<file path="config.mk">
export PLATFORM = sky130hd
export DESIGN_NAME = qam_frame_ctrl
export DESIGN_NICKNAME = d
export VERILOG_FILES = /design/src/rtl/qam_frame_ctrl.sv
export SDC_FILE = /design/constraint.sdc
export NUM_CORES = 1
export LEC_CHECK = 0
export ABC_AREA = 1
export BUFFER_PORTS_ARGS = -buffer_cell sky130_fd_sc_hd__buf_2
export CAP_MARGIN = 15
export CORE_MARGIN = 2
export CORE_UTILIZATION = 45
export DETAILED_ROUTE_END_ITERATION = 8
export PLACE_DENSITY = 0.67
export SETUP_SLACK_MARGIN = 0.1
export SLEW_MARGIN = 20
export SYNTH_ARGS = -nofsm -noshare
export SYNTH_HDL_FRONTEND = slang
export SYNTH_SLANG_ARGS = --single-unit
</file>
<file path="constraint.sdc">
create_clock -name clk -period 5.5 [get_ports clk]
set_input_delay 1.65 -clock clk [delete_from_list [all_inputs] [get_ports clk]]
set_output_delay 1.65 -clock clk [all_outputs]
set_load 0.05 [all_outputs]
</file>
<file path="src/rtl/qam_frame_ctrl.sv">
// QAM frame sequencer (preamble/payload/gap) with a serial-bit-to-symbol assembler; symbol outputs lag sym_tick by 1 clk.
// No output backpressure: the bit source is throttled through bit_en whenever an assembled symbol is waiting.
module qam_frame_ctrl #(
    parameter int PREAMBLE_LEN = 8,
    parameter int GAP_LEN      = 4
) (
    input  logic        clk,
    input  logic        rst_n,
    input  logic        start,
    input  logic        stop,
    input  logic        cfg_mod_type,
    input  logic [1:0]  cfg_baud_rate,
    input  logic [7:0]  cfg_frame_len,
    input  logic        bit_tick,
    input  logic        bit_in,
    input  logic        sym_tick,
    output logic        bit_en,
    output logic        mod_type,
    output logic [1:0]  baud_rate,
    output logic [3:0]  sym_data,
    output logic        sym_valid,
    output logic        preamble,
    output logic        busy,
    output logic        frame_done,
    output logic [15:0] frame_cnt,
    output logic        underrun
);

    localparam int MAXC_PG = (PREAMBLE_LEN > GAP_LEN) ? PREAMBLE_LEN : GAP_LEN;
    localparam int MAXC    = (MAXC_PG > 256) ? MAXC_PG : 256;
    localparam int CW      = $clog2(MAXC);
    localparam logic [CW-1:0] PRE_LAST = CW'(PREAMBLE_LEN - 1);
    localparam logic [CW-1:0] GAP_LAST = CW'(GAP_LEN - 1);
    localparam logic [CW-1:0] CNT_ONE  = CW'(1);

    typedef enum logic [2:0] {
        ST_IDLE,
        ST_LOAD,
        ST_PREAMBLE,
        ST_PAYLOAD,
        ST_GAP
    } state_t;

    state_t        state_q, state_d;
    logic [CW-1:0] cnt_q, cnt_d;
    logic          stop_req_q, stop_req_d;
    logic          mod_q, mod_d;
    logic [1:0]    baud_q, baud_d;
    logic [8:0]    len_q, len_d;
    logic [3:0]    sym_data_q, sym_data_d;
    logic          sym_valid_q, sym_valid_d;
    logic          preamble_q, preamble_d;
    logic          frame_done_q, frame_done_d;
    logic [15:0]   frame_cnt_q, frame_cnt_d;
    logic          underrun_q, underrun_d;
    logic [3:0]    shift_q, shift_d;
    logic [2:0]    bcnt_q, bcnt_d;
    logic [3:0]    hold_q, hold_d;
    logic          hold_full_q, hold_full_d;

    logic          consume;
    logic          clear_asm;
    logic          bit_accept;
    logic [3:0]    shift_in;
    logic [2:0]    bits_needed;
    logic [CW-1:0] len_last;

    assign bit_en      = ((state_q == ST_PREAMBLE) || (state_q == ST_PAYLOAD)) && !hold_full_q;
    assign bit_accept  = bit_tick && bit_en;
    assign shift_in    = {shift_q[2:0], bit_in};
    assign bits_needed = mod_q ? 3'd4 : 3'd2;
    assign len_last    = CW'(len_q - 9'd1);

    always_comb begin
        state_d      = state_q;
        cnt_d        = cnt_q;
        stop_req_d   = stop_req_q;
        mod_d        = mod_q;
        baud_d       = baud_q;
        len_d        = len_q;
        sym_data_d   = 4'h0;
        sym_valid_d  = 1'b0;
        preamble_d   = 1'b0;
        frame_done_d = 1'b0;
        frame_cnt_d  = frame_cnt_q;
        underrun_d   = underrun_q;
        consume      = 1'b0;
        clear_asm    = 1'b0;

        if ((state_q != ST_IDLE) && stop) begin
            stop_req_d = 1'b1;
        end

        case (state_q)
            ST_IDLE: begin
                if (start) begin
                    state_d    = ST_LOAD;
                    underrun_d = 1'b0;
                    stop_req_d = stop;
                end
            end
            ST_LOAD: begin
                mod_d   = cfg_mod_type;
                baud_d  = cfg_baud_rate;
                len_d   = (cfg_frame_len == 8'd0) ? 9'd256 : {1'b0, cfg_frame_len};
                cnt_d   = '0;
                state_d = ST_PREAMBLE;
            end
            ST_PREAMBLE: begin
                if (sym_tick) begin
                    sym_valid_d = 1'b1;
                    preamble_d  = 1'b1;
                    // even slots carry the high level, odd slots zero
                    if (!cnt_q[0]) begin
                        sym_data_d = mod_q ? 4'hF : 4'h3;
                    end
                    if (cnt_q == PRE_LAST) begin
                        cnt_d   = '0;
                        state_d = ST_PAYLOAD;
                    end else begin
                        cnt_d = cnt_q + CNT_ONE;
                    end
                end
            end
            ST_PAYLOAD: begin
                if (sym_tick) begin
                    sym_valid_d = 1'b1;
                    consume     = hold_full_q;
                    if (hold_full_q) begin
                        sym_data_d = hold_q;
                    end else begin
                        underrun_d = 1'b1;
                    end
                    if (cnt_q == len_last) begin
                        frame_done_d = 1'b1;
                        frame_cnt_d  = frame_cnt_q + 16'd1;
                        cnt_d        = '0;
                        state_d      = ST_GAP;
                    end else begin
                        cnt_d = cnt_q + CNT_ONE;
                    end
                end
            end
            ST_GAP: begin
                if (sym_tick) begin
                    if (cnt_q == GAP_LAST) begin
                        cnt_d = '0;
                        if (stop_req_q) begin
                            state_d    = ST_IDLE;
                            stop_req_d = 1'b0;
                            clear_asm  = 1'b1;
                        end else begin
                            state_d = ST_LOAD;
                        end
                    end else begin
                        cnt_d = cnt_q + CNT_ONE;
                    end
                end
            end
            default: begin
                state_d = ST_IDLE;
            end
        endcase
    end

    // Consume and load are exclusive: loading needs bit_en, which is low while the hold register is full.
    always_comb begin
        shift_d     = shift_q;
        bcnt_d      = bcnt_q;
        hold_d      = hold_q;
        hold_full_d = hold_full_q;

        if (consume) begin
            hold_full_d = 1'b0;
        end
        if (bit_accept) begin
            shift_d = shift_in;
            if ((bcnt_q + 3'd1) >= bits_needed) begin
                hold_d      = mod_q ? shift_in : {2'b00, shift_in[1:0]};
                hold_full_d = 1'b1;
                bcnt_d      = 3'd0;
            end else begin
                bcnt_d = bcnt_q + 3'd1;
            end
        end
        if (clear_asm) begin
            shift_d     = 4'h0;
            bcnt_d      = 3'd0;
            hold_full_d = 1'b0;
        end
    end

    always_ff @(posedge clk) begin
        if (!rst_n) begin
            state_q      <= ST_IDLE;
            cnt_q        <= '0;
            stop_req_q   <= 1'b0;
            mod_q        <= 1'b0;
            baud_q       <= 2'd0;
            len_q        <= 9'd0;
            sym_data_q   <= 4'h0;
            sym_valid_q  <= 1'b0;
            preamble_q   <= 1'b0;
            frame_done_q <= 1'b0;
            frame_cnt_q  <= 16'd0;
            underrun_q   <= 1'b0;
            shift_q      <= 4'h0;
            bcnt_q       <= 3'd0;
            hold_q       <= 4'h0;
            hold_full_q  <= 1'b0;
        end else begin
            state_q      <= state_d;
            cnt_q        <= cnt_d;
            stop_req_q   <= stop_req_d;
            mod_q        <= mod_d;
            baud_q       <= baud_d;
            len_q        <= len_d;
            sym_data_q   <= sym_data_d;
            sym_valid_q  <= sym_valid_d;
            preamble_q   <= preamble_d;
            frame_done_q <= frame_done_d;
            frame_cnt_q  <= frame_cnt_d;
            underrun_q   <= underrun_d;
            shift_q      <= shift_d;
            bcnt_q       <= bcnt_d;
            hold_q       <= hold_d;
            hold_full_q  <= hold_full_d;
        end
    end

    assign mod_type   = mod_q;
    assign baud_rate  = baud_q;
    assign sym_data   = sym_data_q;
    assign sym_valid  = sym_valid_q;
    assign preamble   = preamble_q;
    assign busy       = (state_q != ST_IDLE);
    assign frame_done = frame_done_q;
    assign frame_cnt  = frame_cnt_q;
    assign underrun   = underrun_q;

endmodule

</file>
Word-level counts from Yosys, hierarchy flattened --
Index checks and enable logic that the tools add are counted. Widths: inputs -> output; s select.
Storage, ports and cells: bits in registers 58, logic and storage cells 104, input bits 18
Operators by class: magnitude comparators 1, reductions and logical operators 20, bitwise operators 1, eq/ne operators 15, add/subtract/negate cells 4, muxes and demuxes 47
Operators by type and width (number):
- $mux 8 | 7
- $pmux 8 s4 | 1
- $mux 3 | 9
- $mux 4 | 6
- $mux 1 | 20
- $add 16x1->16 const B | 1
- $pmux 3 s5 | 1
- $ne 2x2->1 const B | 6
- $add 8x1->8 const B | 1
- $eq 8x2->1 const B | 1
- $eq 8x3->1 const B | 1
- $eq 8x8->1 | 1
- $logic_not 8->1 | 1
- $pmux 4 s2 | 1
- $reduce_and 4->1 | 2
- $sub 8x1->8 const B | 1
- $reduce_and 7->1 | 1
- $eq 3x2->1 const B | 2
- $reduce_and 2->1 | 3
- $reduce_and 3->1 | 2
- $ne 2x1->1 const B | 2
- $pmux 1 s2 | 2
- $reduce_bool 4->1 | 1
- $reduce_or 2->1 | 2
- 11 further kinds | 13

Depth between registers and ports, before layout --
Gate-level depths: netlist of run 1.
depth after elaboration 7, mapped depth 14, gate-level depth less buffers 14

Least setup slack after synthesis of run 1 --
No wires, ideal clock.
path type register -> output, from register state_q[1], to output bit_en, path slack 2574 ps, arrival 1276 ps, stages on the path, launching flop included 5, required time 3850 ps, cell sequence dfxtp_1 inv_1 nor2_1 inv_1 nor2_1
Between the ends: cells in the longest elaborated chain, start to end 3, elaborated cells on any way between the ends 4, those cells by class eq/ne: 2; reduce/logical: 2
Ends and longest elaborated chain:
- from (decl) | line 44 | state_t state_q, state_d;
- from (signal assigned) | line 212 | state_q <= state_d;
- $eq 3x2->1 | line 68 | assign bit_en = ((state_q == ST_PREAMBLE) || (state_q == ST_PAYLOAD)) && !hold_full_q;
- $logic_or 1x1->1 (*) | line 68
- $logic_and 1x1->1 (*) | line 68
- to (decl) | line 17 | output logic bit_en,
Every way passes the cells marked *; elsewhere a longest branch is shown, timed or not.

Worst setup path after layout of run 1 --
from input sym_tick, to register frame_cnt_q[8], in the netlist frame_cnt[8]
Between the ends: cells in the longest elaborated chain, start to end 1
Ends and longest elaborated chain:
- from (decl) | line 16 | input logic sym_tick,
- $reduce_and 3->1 (no line)
- to (signal assigned) | line 222 | frame_cnt_q <= frame_cnt_d;
- to (decl) | line 54 | logic [15:0] frame_cnt_q, frame_cnt_d;
Every way passes these cells. A chain may end at the register's enable or synchronous reset.

==> results of run 1 <==
[stage by stage]
step                      setup slack, ns  hold slack (ns)  cell area, um2
after floorplan                      2.57            0.441            3040
after global placement               2.07            0.451            3320
after detailed placement             2.00            0.459            3320
after CTS                            2.36            0.472            3570
after global routing                 2.08            0.483            3570
final                                2.37            0.472            3570
[power groups by stage]
stage	registers, uW	logic, uW	clock network (uW)
2_1_floorplan	574	404	0
3_3_place_gp	535	548	0
3_5_place_dp	536	561	0
4_1_cts	527	563	500
5_1_grt	536	643	520
6_report	528	562	491
[tightest hold or removal path, stage by stage (launching register included)]
cell and delay [ns]:
dfxtp_1 0.31, nand2_1 0.06, a21oi_1 0.05
[per-layer routing]
| metal | vias to the layer above | track usage, % | share of wire, % |
|---|---|---|---|
| met5 | - | 0 | 0 |
| met4 | 0 | 6.39 | 0.76 |
| met3 | 6 | 4.38 | 4.8 |
| met2 | 66 | 32.8 | 45 |
| met1 | 1316 | 27.2 | 49 |
| li1 | 1521 | - | - |
[layout make-up]
class | count | area [um2] | area share (%)
Sequential cell | 58 | 1160 | 32.6
Inverter | 51 | 191 | 5.37
Clock buffer | 9 | 124 | 3.47
Clock inverter | 7 | 125 | 3.51
Tap cell | 77 | 96.3 | 2.70
Multi-Input combinational cell | 316 | 1640 | 45.9
Timing Repair Buffer | 46 | 230 | 6.46
[registers in the layout (all words and copies together), names as in the netlist]
register	count
bcnt_q	3
state_q	3
shift_q	3
hold_q	4
cnt_q	8
sym_valid	1
mod_type	1
len_q	8
hold_full_q	1
stop_req_q	1
sym_data	4
baud_rate	2
frame_cnt	16
frame_done	1
underrun	1
preamble	1
[layout by cell type (no fill, tap or decap), types with 5 or more instances in the layout]
master,n
nand3_1,31
inv_1,51
xnor2_1,7
nor3_1,16
clkbuf_8,9
ha_1,6
o21ai_0,17
dfxtp_1,58
o21bai_1,5
a21oi_1,43
nor4_1,5
xor2_1,12
nand3b_1,8
nor2_1,57
nand2_1,83
buf_2,46
[logic make-up after synthesis]
| group | Yosys count |
|---|---|
| XOR/XNOR | 19 |
| adder cells (fa/ha/maj) | 6 |
| flip-flops | 58 |
| AND/OR/NAND/NOR | 215 |
| AO/OA/AOI/OAI | 76 |
| buffers and inverters | 62 |
[how the worst max path moves through the flow]
stage	startpoint	end	slack [ns]	cells past startpoint
final	sym_tick	frame_cnt[8]$_SDFFE_PN0P_	2.37	6
after global routing	sym_tick	frame_cnt[6]$_SDFFE_PN0P_	2.08	6
after CTS	sym_tick	frame_cnt[15]$_SDFFE_PN0P_	2.36	6
after detailed placement	sym_tick	frame_cnt[15]$_SDFFE_PN0P_	2.00	6
after global placement	sym_tick	frame_cnt[15]$_SDFFE_PN0P_	2.07	6
after floorplan	state_q[1]$_SDFFE_PN0P_	bit_en	2.57	4
[cells in the mapped netlist (all sizes together)]
master | number | area share, %
a21o | 1 | 0.25
nand4 | 5 | 1.7
nor3 | 16 | 2.6
buf | 4 | 0.86
nor2 | 58 | 7.2
or2 | 3 | 0.62
clkbuf | 7 | 0.86
a211oi | 1 | 0.25
nand2 | 85 | 11
dfxtp | 58 | 38
o21ai | 20 | 3.5
ha | 6 | 2.5
nand3b | 8 | 2.0
xor2 | 12 | 3.5
a21oi | 44 | 7.4
nor4 | 5 | 1.0
nand3 | 32 | 5.4
a31oi | 2 | 0.41
o31ai | 1 | 0.25
o22ai | 1 | 0.21
nor3b | 3 | 0.74
o221a | 1 | 0.37
xnor2 | 7 | 2.0
o21bai | 5 | 1.2
inv | 51 | 6.3
==> impl.org, run 1 <==
** Drt
- In the final routed layout, each cell accounts on average for 12.6 um.
- The pre-antenna-repair detailed-routing pass consisted of 4 iterations.
- Post-DR vias/cell :: approximately 5.2
- For this block, the via count after detailed routing is 2,909.
- After detailed routing, the number of remaining DRC violations is 0.
- The final layout contains routed wiring with a total length of 7080 um.
- The first routing iteration left between 100 and 150 violations.
- The detail route stage leaves a number of antenna-violating nets equal to 0.

** STA
- The worst pin sits at a relative slew slack of approximately 30%.
- Unrepaired setup endpoints after global routing :: false
- Period Utilization, post-route :: between 50 and 60%
- For the finished layout, the period the worst path requires is 3.13 ns.
- For the pin with the worst max-slew slack, the measured transition is about 1.1 ns.
- The final number of hold-violating endpoints is 0.
- Max Slew Vio Count :: 0
- Final setup violation count :: 0
- Post-route clock skew :: 0.0122 ns
- For this run, the top clock speed supported by timing is approximately 320 MHz.
- Summed over all failing endpoints, the final setup total negative slack is 0 ns.

** Global routing
- The via count of the first global-routing pass was approximately 2.7k.
- Initial antenna violation count :: 0
- Largest net degree at the start of global routing :: 33
- The first global-routing pass estimated around 12,000 um of wire.
- Final global-route overflow total :: 0
- Global routing used a little over 20% of the available tracks across all layers.

** Power
- Summed over all nets, the switching power comes to between 600 and 700 uW.
- Power per unit of standard cell area :: 443 nW/um2
- Leakage power :: 0.00153 uW
- The internal portion of the total power is 955 uW.
- Power comes to between 1500 and 2000 uW.
- Reg power frac :: about a third
- In this run, the combinational gates consume 35.5% of the power.
- Per report_power, the clock group accounts for between 30% and 40% of the total.
- Switching portion of total power :: 39.6%
- VDD sags by at most approximately 0.27 mV.

** Synthesis
- After Yosys synthesis, full adders, half adders and majority gates account for about 2.5% of the synthesized area.
- Of the synthesized area, sequential elements account for 38.2%.
- Yosys printed 0 warnings.
- Synthesis inferred between 50 and 60 register bits.
- The synthesized netlist devotes between 30 and 40% of its cell area to simple gates.
- The synthesized netlist devotes ~14% of its cell area to compound gates.
- After synthesis, the mean cell area works out to around 7 um2.
- The cell count after synthesis came out at ~440.
- When the netlist entered floorplanning its net count stood at 460.
- Synthesized-area fraction occupied by xor and xnor cells :: roughly 5.5%
- Measured against the total synthesized area, the mux share comes to 0%.
- Count of different cell masters after synthesis :: 36
- By area, the combinational part of the netlist is dominated by simple AND/OR/NAND/NOR gates.
- After synthesis the cells add up to between 3000 and 4000 um2.

** Clock network
- The root buffer cell chosen for the clock tree is clkbuf_8.
- Counting along the longest clock path gives a buffer depth of 2.
- TritonCTS built the clock tree.
- Post-CTS timing repair inserted 0 buffers for setup.
- Post-CTS clock slew at the launch and capture registers of the worst setup and hold paths :: roughly 0.08 ns
- Clock tree synthesis found a total of 58 sinks.
- In this run, post-CTS hold repair placed 0 buffers.
- Number of buffers inserted during clock tree synthesis :: 9
- Total number of H-tree levels :: 3
- Gates resized, CTS repair :: 0
- For the worst-skew pair, the clock arrives at the later sink with an insertion delay of around 0.34 ns.

** Critical path
- The critical path goes through buf_2 -> inv_1 -> nor2_1 -> nand4_2 -> o21ai_0 -> nor3b_1.
- Critical path class :: in2reg
- Setup slack of the worst register-to-register path :: ~3 ns
- For the worst setup path, the data required time is roughly 5.8 ns.
- Cell family with the largest share of critical-path delay :: simple AND/OR/NAND/NOR gates
- Worst flop-to-flop path endpoint :: frame_cnt[8]$_SDFFE_PN0P_
- In this run the critical register-to-register path is launched from len_q[0]$_SDFFE_PN0P_.
- In this design, the stage delay of the slowest critical-path cell is between 0.5 and 0.6 ns.
- Number of cells on the worst reg-to-reg path :: 11
- In this run the worst path has a maximum fanout of 27.
- For the worst setup path, the data arrival time is between 3 and 4 ns.
- For this design, the slowest cell found on the critical path is nand4_2.
- Count of buffer and inverter cells on the critical path :: 2
- Category of the worst setup path launch point :: input pin
- CP endpoint kind :: flip-flop

** Layout
- Fill cells in the final layout number about 660.
- For this run, the share of the core covered by cells in the final layout is between 50% and 60%.
- Number of standard cells in the final layout excluding fillers :: about 560
- After the last flow step, the layout net total stands at between 500 and 600.
- Fraction of layout instances using a drive strength above 1 :: between 10 and 15%
- Relative to the synthesized area, the layout overhead comes to 17.2%.
- 0 antenna diodes ended up in the layout.

** Floorplanning
- Width of the die :: roughly 86 um
- During I/O placement, the number of pins put on the boundary was 47.
- Initial Utilization :: 47.1%
- The floorplan has 29 rows.
- The die covers 7440 um2.
- The region available for standard cell placement spans between 6000 and 7000 um2.
- In this run the vertical extent of the chip is about 86 um.

** Worst hold path
- Destination of the worst hold path :: hold_q[1]$_SDFFE_PN0P_
- Worst Hold Path Cells :: 2
- HP Class :: reg2reg
- Startpoint of the worst hold path :: hold_q[1]$_SDFFE_PN0P_

** Placed design
- After detailed placement, the design holds a cell count of 548.
- HPWL Detailed :: approximately 5200 um
- During placement, the flow inserted port buffers numbering 46.
- The congestion estimate from routability-driven global placement came to roughly 0.83.

** Job
- The tool flagged a number of max-cap violations equal to 0.

** Outcome
- The run finished with clean final reports.
No activity file was read; power rests on OpenSTA's default activity.
==> run 2: changes to the inputs <==
--- a/config.mk
+++ b/config.mk
@@ -5,13 +5,13 @@
 export SDC_FILE = /design/constraint.sdc
 export NUM_CORES = 1
 export LEC_CHECK = 0
-export ABC_AREA = 1
+export ABC_AREA = 0
 export BUFFER_PORTS_ARGS = -buffer_cell sky130_fd_sc_hd__buf_2
 export CAP_MARGIN = 15
 export CORE_MARGIN = 2
 export CORE_UTILIZATION = 45
 export DETAILED_ROUTE_END_ITERATION = 8
-export PLACE_DENSITY = 0.67
+export PLACE_DENSITY = 0.69
 export SETUP_SLACK_MARGIN = 0.1
 export SLEW_MARGIN = 20
 export SYNTH_ARGS = -nofsm -noshare
==> constraint.sdc (replaced) <==
create_clock -name clk -period 2.7 [get_ports clk]
set_input_delay 0.81 -clock clk [delete_from_list [all_inputs] [get_ports clk]]
set_output_delay 0.81 -clock clk [all_outputs]
set_load 0.05 [all_outputs]
==> run 2 against run 1 <==
Highest routed layer unchanged. Cell area fell by 0.95%. Area after synthesis shrank 2.1%. Synthesized cell count down 17%. Register-to-register slack got worse by 2.8 ns. Via count fell by 3.0%. Flip-flop and latch count did not move. Clock skew increased by 0.0031 ns. Setup slack got worse by 2.2 ns.
==> impl.org, run 2 <==
** Outcome
- Run status: completed (unchanged).

** Floorplanning
- Num ports :: 47 (unchanged)
- The number of standard-cell rows in the floorplan is 29 (unchanged).
- The vertical die dimension came to 85.3 um (was 86.2 um).
- The floorplan core area was 6390 um2 (was 6460 um2).
- The die area was 7280 um2 (was 7440 um2).
- The initial cell density of the core is 46.6% (was 47.1%).
- Width of the die :: 85.3 um (was 86.2 um)

** STA
- The transition time of the tightest slew-check pin was 0.702 ns (was 1.06 ns).
- The worst hold slack across all endpoints is 0.462 ns (was 0.472 ns).
- For this run, the top clock speed supported by timing is around 400 MHz.
- The number of max-slew violations in the final report is 0 (unchanged).
- Relative slew slack :: 53.0% (was 29.5%)
- The count of endpoints failing setup in the final report is 0 (unchanged).
- Total Negative Setup Slacks :: 0 ns (unchanged)
- For the finished layout, the period the worst path requires is about 2.5 ns.
- Number of hold violations in the final report :: 0 (unchanged)
- Unrepaired setup endpoints after global routing: false (unchanged).
- Post-route clock skew :: 0.0153 ns (was 0.0122 ns)
- The worst path uses about nine tenths of the clock period.

** Layout
- Final antenna diode count :: 0 (unchanged)
- The filler cell count in the final layout is 590 (was 664).
- The area added between synthesis and finish was 18.6% (was 17.2%).
- The share of post-route cells with drive strength above 1 came to 19.1% (was 15.0%).
- Leading cell types in the layout, fill and taps excluded :: dfxtp_1 (56), buf_2 (46), a21oi_1 (39) (was nand2_1 (83), dfxtp_1 (58), nor2_1 (57))
- Utilization after layout :: 55.3% (was 55.2%)
- The flip-flop count of the largest register after layout is 16 (unchanged).
- The most common cell after layout, fill and taps aside is dfxtp_1 (was nand2_1).
- Net total in the final layout :: 433 (was 506)

** Drt
- Final antenna-violating net count :: 0 (unchanged)
- The highest metal layer with signal wires is met4 (unchanged).
- The total met3 wirelength after detailed routing was 358 um (was 340 um).
- The total detailed-routing wirelength was 6930 um (was 7080 um).
- The detailed-route DRC error count was 0 (unchanged).
- 1st-iter DRT viols :: 215 (was 145)
- Post-DR vias/cell :: 5.76 (was 5.16)
- Average detailed-routed wire length per instance :: 14.1 um (was 12.6 um)
- Post-Route M1 WL :: 2960 um (was 3470 um)
- Length of the first detailed-routing pass in iterations :: 4 (unchanged)
- The via count was 2,821 (was 2,909).
- The met2 wire length is 3490 um (was 3220 um).

** Critical path
- CP endpoint kind :: flip-flop (unchanged)
- CP Data Arrival Time :: 2.74 ns (was 3.38 ns)
- Number of cells on the worst reg-to-reg path :: 8 (was 11)
- Worst flop-to-flop path endpoint :: frame_cnt[7]$_SDFFE_PN0P_ (was frame_cnt[8]$_SDFFE_PN0P_)
- The maximum net fanout on the critical path was 29 (was 27).
- Setup slack of the worst register-to-register path :: 0.22 ns (was 2.99 ns)
- Critical Path RT :: 2.96 ns (was 5.75 ns)
- The startpoint of the lowest-slack register-to-register path was len_q[0]$_SDFFE_PN0P_ (unchanged).
- The sort of element at the start of the critical path was a flip-flop (was input pin).
- Critical path class :: reg2reg (was in2reg)

** Synthesis
- The average instance area after synthesis is 8.20 um2 (was 6.98 um2).
- The proportion of register bits with asynchronous set or reset after synthesis came to 0% (unchanged).
- Post-Syn Instances :: 363 (was 436)
- Synth Warn # :: 0 (unchanged)
- Number of enable flip-flop cells after synthesis :: 0 (unchanged)
- Top cells by area, synth :: dfxtp_1 (39%), a21oi_1 (6.6%), mux2i_1 (5.0%) (was dfxtp_1 (38%), nand2_1 (10%), a21oi_1 (7.1%))
- Sequential area share after synthesis :: 39.0% (was 38.2%)
- Post-synth top flop :: dfxtp_1 (unchanged)
- Post-Synthesis Cell Area :: 2980 um2 (was 3040 um2)
- Register bit total from synthesis :: 58 (unchanged)
- Post-Syn Nets :: 387 (was 460)
- Commonest cells post-synth :: dfxtp_1 (58), a21oi_1 (39), nand2_1 (38) (was nand2_1 (83), dfxtp_1 (58), nor2_1 (57))
- The distinct cell type count of the synthesized netlist came to 52 (was 36).
- The most frequent cell after synthesis was dfxtp_1 (was nand2_1).
- The largest area contributor in the netlist is dfxtp_1 (unchanged).
- The fraction of post-synthesis cell area in the top cell type by area is 39.0% (was 38.2%).

** Worst hold path
- The startpoint of the tightest hold check path is shift_q[2]$_SDFFE_PP0P_ (was hold_q[1]$_SDFFE_PN0P_).
- Worst Hold Path Cells :: 2 (unchanged)
- The worst hold-check path type is reg2reg (unchanged).
- Destination of the worst hold path :: shift_q[2]$_SDFFE_PP0P_ (was hold_q[1]$_SDFFE_PN0P_)

** Global routing
- Combined global-route utilization of all metal layers :: 20.3% (about the same)
- The pin count of the biggest net entering global routing is 30 (was 33).
- The first-pass GRT wire length is 11,800 um (was 12,200 um).
- The via count of the first global-routing pass came to 2,657 (was 2,719).
- The global route total overflow was 0 (unchanged).
- The initial antenna violation count came to 0 (unchanged).

** Placed design
- HPWL Detailed :: 4930 um (was 5170 um)
- The routability congestion estimate is 0.839 (was 0.827).
- Number of input and output port buffers inserted :: 46 (unchanged)

** Job
- The total of max-cap violations is 0 (unchanged).

** Power
- The power density of the placed cells was 627 nW/um2 (was 443 nW/um2).
- The highest ir drop seen on vdd was 0.416 mV (was 0.272 mV).
- The leakage power figure was 0.00143 uW (was 0.00153 uW).

** Clock network
- The maximum buffer depth of the clock tree came to 2 (unchanged).
- The clock latency of the later-clocked register in the worst-skew pair came to 0.34 ns (about the same).
- CTS Hold Buffers Added :: 0 (unchanged)
- Number of buffers inserted during clock tree synthesis :: 9 (unchanged)
- Clock sinks :: 58 (unchanged)
- CTS tree :: done (unchanged)
- Total number of H-tree levels :: 3 (unchanged)
- The buffer cell driving the clock tree root was clkbuf_8 (unchanged).
- The clock transition at the register clock pins on the worst setup and hold paths after CTS came to 0.06 ns (was 0.08 ns).
==> run 2: cell types whose count changed in the layout (fill, tap and decap cells not counted), sizes merged, moves of 8 or more <==
cell | before | now
or3 | 0 | 9
or4 | 0 | 8
inv | 52 | 18
mux2i | 0 | 15
nand3 | 32 | 12
nor2 | 58 | 34
buf | 46 | 55
nand3b | 8 | 0
and3 | 0 | 8
nand2 | 85 | 38
==> run 2: area by class of cell <==
class,instances,area [um2],area share [%]
well taps,77,96.3,2.73
inverters,18,67.6,1.91
clock inverters,2,60.1,1.70
repair buffers,55,310,8.78
clock buffers,13,159,4.50
multi-input cells,267,1680,47.4
flip-flops and latches,58,1160,32.9
==> run 2: routing by layer <==
layer / vias to the layer above / global-route usage [%]
met5: - / 0
met2: 78 / 33.3
met1: 1327 / 24.2
li1: 1405 / -
met4: 0 / 10.8
met3: 11 / 5.25
==> run 2: worst max-delay path, cell delays in order (launching register included) <==
cell	delay, ns
dfxtp_1	0.31
buf_4	0.15
nor2_1	0.25
nand3_1	0.20
a2111oi_4	0.46
o311ai_4	0.19
buf_12	0.19
or4_1	0.50
a21oi_1	0.15
==> run 2: power by group <==
group          internal (uW)  total, uW  switching [uW]
sequential               888        928            39.8
clock                    566        896             330
combinational            138        390             252
==> run 2: cell families (layout without fill, tap and decap cells) <==
logic type                 after synthesis  in the layout  synth area share, %
DFF                                     58             58                 39.0
muxes                                   15             15                 5.04
and+or+nand+nor                        139            139                 23.5
xor gates and xnor gates                12             12                 3.53
AOI/OAI and AO/OA                       95             95                 21.1
buffers and inverters                   38             88                 5.25
adders and majority gates                6              6                 2.52
==> run 2: worst max path at each step <==
stage,start,depth (start not counted),slack [ns],to
detailed placement,len_q[1]$_SDFFE_PN0P_,9,0.20,frame_cnt[7]$_SDFFE_PN0P_
floorplan,state_q[1]$_SDFFE_PN0P_,7,0.24,hold_q[0]$_SDFFE_PN0P_
global route,len_q[0]$_SDFFE_PN0P_,8,0.08,frame_cnt[11]$_SDFFE_PN0P_
CTS,len_q[1]$_SDFFE_PN0P_,9,0.18,frame_cnt[9]$_SDFFE_PN0P_
finish,len_q[0]$_SDFFE_PN0P_,8,0.22,frame_cnt[7]$_SDFFE_PN0P_
global placement,len_q[1]$_SDFFE_PN0P_,9,0.28,frame_cnt[13]$_SDFFE_PN0P_
==> run 2: per-stage QoR <==
stage / setup WS (ns) / std cells / power (uW) / instance area (um2)
4_1_cts: 0.178 / 489 / 2230 / 3510
5_1_grt: 0.0818 / 490 / 2320 / 3530
6_report: 0.223 / 490 / 2210 / 3530
3_3_place_gp: 0.277 / 474 / 1320 / 3290
2_1_floorplan: 0.245 / 363 / 1240 / 2980
3_5_place_dp: 0.203 / 474 / 1330 / 3290
==> run 2: what timing repair did <==
action                                  in CTS  in global routing
endpoints found under the setup margin       0                  6
gates resized for setup                      0                  4
buffers inserted                             0                  1
